==> config.mk <==
export PLATFORM = sky130hd
export DESIGN_NAME = extend
export DESIGN_NICKNAME = d
export VERILOG_FILES = /design/src/rtl/extend.sv
export SDC_FILE = /design/constraint.sdc
export NUM_CORES = 1
export LEC_CHECK = 0
export CORE_MARGIN = 5
export CORE_UTILIZATION = 28
export DETAILED_ROUTE_END_ITERATION = 7
export GPL_TIMING_DRIVEN = 0
export PLACE_DENSITY = 0.77
export SETUP_SLACK_MARGIN = 0.2
export SYNTH_ARGS = -nofsm -noshare
export SYNTH_HDL_FRONTEND = slang
export SYNTH_SLANG_ARGS = --single-unit
==> constraint.sdc <==
create_clock -name clk -period 1.25 [get_ports clk]
set_input_delay 0.25 -clock clk [delete_from_list [all_inputs] [get_ports clk]]
set_output_delay 0.25 -clock clk [all_outputs]
set_load 0.03 [all_outputs]
==> src/rtl/extend.sv <==
// Immediate-extension unit: sign-extends Instr[31:7] into a 32-bit I/S/B/J immediate.
// Latency: out is combinational (0 cycles); out_q/out_valid are registered (1 cycle).
// Backpressure: none; in_valid is a capture strobe and every strobed cycle is captured.
// Optional build macro EXTEND_UTYPE_EN adds the utype input (U-type override, {a[24:5],12'b0}).
module extend (
    input  logic        clk,
    input  logic        rst_n,
    input  logic [24:0] a,
    input  logic [1:0]  ImmSrc,
    input  logic        in_valid,
`ifdef EXTEND_UTYPE_EN
    input  logic        utype,
`endif
    output logic [31:0] out,
    output logic [31:0] out_q,
    output logic        out_valid
);

    localparam logic [1:0] IMM_I = 2'b00;
    localparam logic [1:0] IMM_S = 2'b01;
    localparam logic [1:0] IMM_B = 2'b10;
    localparam logic [1:0] IMM_J = 2'b11;

    logic        sgn;
    logic [31:0] imm;
    logic [31:0] imm_d;
    logic [31:0] imm_q;
    logic        valid_d;
    logic        valid_q;

    // a[k] holds Instr[k+7], so Instr[31] (the sign bit) is a[24].
    assign sgn = a[24];

    // Format decode: pure bit selection and sign replication, no arithmetic.
    always_comb begin
        imm = 32'h0000_0000;
        unique case (ImmSrc)
            IMM_I:   imm = {{20{sgn}}, a[24:13]};
            IMM_S:   imm = {{20{sgn}}, a[24:18], a[4:0]};
            IMM_B:   imm = {{20{sgn}}, a[0], a[23:18], a[4:1], 1'b0};
            IMM_J:   imm = {{12{sgn}}, a[12:5], a[13], a[23:14], 1'b0};
            default: imm = 32'h0000_0000;
        endcase
`ifdef EXTEND_UTYPE_EN
        // U-type wins over ImmSrc so the decoder need not spend a fifth code.
        if (utype) begin
            imm = {a[24:5], 12'b0};
        end
`endif
    end

    assign out = imm;

    // Next state: capture on strobe, otherwise hold data and drop valid.
    always_comb begin
        imm_d   = imm_q;
        valid_d = 1'b0;
        if (in_valid) begin
            imm_d   = imm;
            valid_d = 1'b1;
        end
    end

    // Registered copy; synchronous reset takes priority over a capture.
    always_ff @(posedge clk) begin
        if (!rst_n) begin
            imm_q   <= 32'h0000_0000;
            valid_q <= 1'b0;
        end else begin
            imm_q   <= imm_d;
            valid_q <= valid_d;
        end
    end

    assign out_q     = imm_q;
    assign out_valid = valid_q;

endmodule

==> results_dict.tcl <==
set metrics [dict create \
    portBuffers 93 \
    groute.usage.overall_pct 15.1 \
    holdCritPathClass "in2reg" \
    timing_worst_setup_path_type "in2out" \
    register_area_share_after_synthesis_pct 36.5 \
    antenna_violating_nets_post_route 0 \
    synthCells 123 \
    setup_ws_final_ns -0.156 \
    core_area_sq_um 4090 \
    cts-htree-levels 1 \
    clk_path_buf_depth 2 \
    insertedDiodeCount 0 \
    final.period_utilization_pct 112 \
    holdBufCountCts 0 \
    route.vias.total 1292 \
    final-hold-violation-count 0 \
    hold_path_startpoint "a[24]" \
    avgSynthCellArea_sq_um 9.82 \
    report.final.slew_viol_count 0 \
    maximum_number_of_pins_on_one_net_before_global_route_repair 16 \
    place_hpwl_mm 3.07 \
    numCtsBuffers 3 \
    firstDrtPassIters 4 \
    cp.required_ns 1.00 \
    unrepaired_setup_endpoints_after_global_routing "yes" \
    static-leakage-power_nw 1.35 \
    dieArea_sq_um 5730 \
    worstSkewPairLatency_ns 0.26 \
    power.net_switching_w 0.000823 \
    die_height_um 75.7 \
    grt_pass1_vias 1324 \
    die_width_um 75.7 \
    wl_per_cell_um 14.7 \
    fillers 305 \
    vias_per_cell 4.41 \
    max_slew_margin_pct 83.8 \
    failed_checks "setup timing" \
    grt_antenna_before_repair 0 \
    clk_pin_slew_ns 0.08 \
    pint_w 0.00181 \
    fraction_of_layout_instances_using_a_drive_strength_above_1_pct 68.3 \
    path_max_fanout 3 \
    drc 0 \
    crit_path_start "ImmSrc[0]" \
    power-per-cell-area_nw_per_um2 920 \
    initialDrtViolationCount 32 \
    finalSetupViolCount 21 \
    critPathArrivalTime_ns 1.16 \
    synth_fp_nets 153 \
    num_io_pins 95 \
    crit_path_end_kind "output pin" \
    area_growth_syn_to_layout_pct 137 \
    synthArstFlopShare_pct 0 \
    synth.cell_area_sq_um 1210 \
    cts.sinks 22 \
    grt_first_pass_wirelength_mm 6.64 \
    max_freq_mhz 711 \
    cts.root.buffer_cell "sky130_fd_sc_hd__clkbuf_8" \
    cell_area_after_placement_sq_um 2330 \
    dpl.cell_count 266 \
    cts_tree "yes" \
    clock_skew_ns 0 \
    initial_utilization_pct 29.5 \
    synthesis.yosys.warnings 0 \
    globalplace.congestion 0.655 \
    final_cell_count_no_fill 293 \
    timing.max_cap.violations 0 \
    run_status "finished with violations" \
    design.final.nets 274 \
    number_of_enable_type_register_cells_in_the_synthesized_netlist 0 \
    synth_ff_type "sky130_fd_sc_hd__dfxtp_1" \
    timing_worst_slew_pin_value_ns 0.242 \
    sw_frac_of_total_pct 31.3 \
    worst_ir_drop_vdd_mv 0.619 \
    power.clock.fraction_pct 25.1 \
    start_kind "input port" \
    power.combinational.fraction_pct 45.4 \
    finalWirelength_mm 4.32 \
    seqPwrFrac_pct 29.5 \
    finish.instance_area_sq_um 2860 \
    row_count 23 \
    post-route-min-period_ns 1.41 \
    fin_util_pct 70.1 \
    yosysUniqueCellTypes 19 \
    synth-seq-cells 22 \
    gr-total-overflow 0 \
    rr_startpoint "out_q[30]$_SDFFE_PN0P_" \
]
## critical path: stages
cell	delay [ns]
sky130_fd_sc_hd__buf_12	0.11
sky130_fd_sc_hd__xor2_4	0.21
sky130_fd_sc_hd__buf_6	0.13
sky130_fd_sc_hd__mux2_4	0.31
sky130_fd_sc_hd__buf_6	0.14
## synthesized netlist by cell type, types with 2 or more instances
master | n | share of area [%]
sky130_fd_sc_hd__buf_4 | 31 | 19
sky130_fd_sc_hd__dfxtp_1 | 22 | 36
sky130_fd_sc_hd__o21ai_0 | 12 | 5.0
sky130_fd_sc_hd__o21ba_2 | 12 | 9.9
sky130_fd_sc_hd__a31o_2 | 9 | 6.5
sky130_fd_sc_hd__mux2i_1 | 9 | 7.5
sky130_fd_sc_hd__nor2b_1 | 7 | 3.6
sky130_fd_sc_hd__clkbuf_1 | 4 | 1.2
sky130_fd_sc_hd__mux2_2 | 4 | 3.7
sky130_fd_sc_hd__buf_2 | 2 | 0.83
sky130_fd_sc_hd__inv_1 | 2 | 0.62
sky130_fd_sc_hd__nor2_1 | 2 | 0.62
## layer usage
layer	vias to the layer above	share of wire (%)	global-route usage [%]
met5	-	0	0
met4	0	1.4	2.14
met3	6	9.4	4.62
met2	56	54	29.1
met1	592	35	16.6
li1	638	-	-
## final timing paths
| path | end | slack, ns | cells past startpoint |
|---|---|---|---|
| worst min-delay path | out_q[30]$_SDFFE_PN0P_ | 0.36 | 3 |
| worst max register to register | out_q[30]$_SDFFE_PN0P_ | 0.43 | 3 |
| worst max-delay path | out[3] | -0.16 | 5 |
| worst min register to register | out_q[0]$_SDFFE_PN0P_ | 0.52 | 2 |
## registers in the layout (all words and copies together) (netlist names)
register and flops:
out_valid 1, out_q 21
## power groups by stage
stage	logic (W)	clock network [W]	registers (W)
floorplan	0.000492	0	0.000886
global placement	0.000991	0	0.000790
detailed placement	0.00100	0	0.000792
CTS	0.00115	0.000673	0.000770
global route	0.00126	0.000702	0.000783
finish	0.00120	0.000662	0.000776
## stage by stage
| stage | hold slack (ns) | TNS, ns | setup slack [ns] | power (W) |
|---|---|---|---|---|
| detailed placement | 0.485 | -45.71 | -1.51 | 0.00179 |
| global route | 0.398 | -1.95 | -0.169 | 0.00274 |
| floorplan | 0.385 | -0.113 | -0.0282 | 0.00138 |
| finish | 0.363 | -1.34 | -0.156 | 0.00263 |
| CTS | 0.336 | -1.44 | -0.150 | 0.00259 |
| global placement | 0.469 | -44.52 | -1.49 | 0.00178 |
## final cells by class
cell class                      instances  area (sq um)  area share [%]
Buffer                                 37           373            13.0
Clock buffer                            3          41.3            1.44
Clock inverter                          1          30.0            1.05
Inverter                                2          7.51           0.262
Multi-Input combinational cell         62           674            23.6
Sequential cell                        22           447            15.6
Tap cell                               50          62.6            2.19
Timing Repair Buffer                  116          1230            42.9
## logic make-up (layout without fill, tap and decap cells)
logic type	count (synthesis)	after routing	synth area share (%)
AOI/OAI and AO/OA	37	37	24.0
xor gates and xnor gates	1	1	1.35
buffers and inverters	39	159	22.0
DFF	22	22	36.5
muxes	13	13	11.2
and+or+nand+nor	11	11	4.97
## placed cells by master, fill, tap and decap left out, drive strengths merged, types with 2 or more instances in the layout
cell	netlist	routed
clkdlybuf4s50	0	6
mux2	4	4
dlygate4sd2	0	19
nor2b	7	7
inv	2	2
o21ai	12	12
clkbuf	4	9
nor2	2	2
dfxtp	22	22
buf	33	110
a31o	9	9
mux2i	9	9
o21ba	12	12
clkdlybuf4s15	0	11
## timing repair
item,CTS,global route
buffers inserted,18,4
endpoints found under the setup margin,86,61
gates cloned,1,0
pin swaps,9,2
gates resized for setup,456,43
No activity file was read; power rests on OpenSTA's default activity.
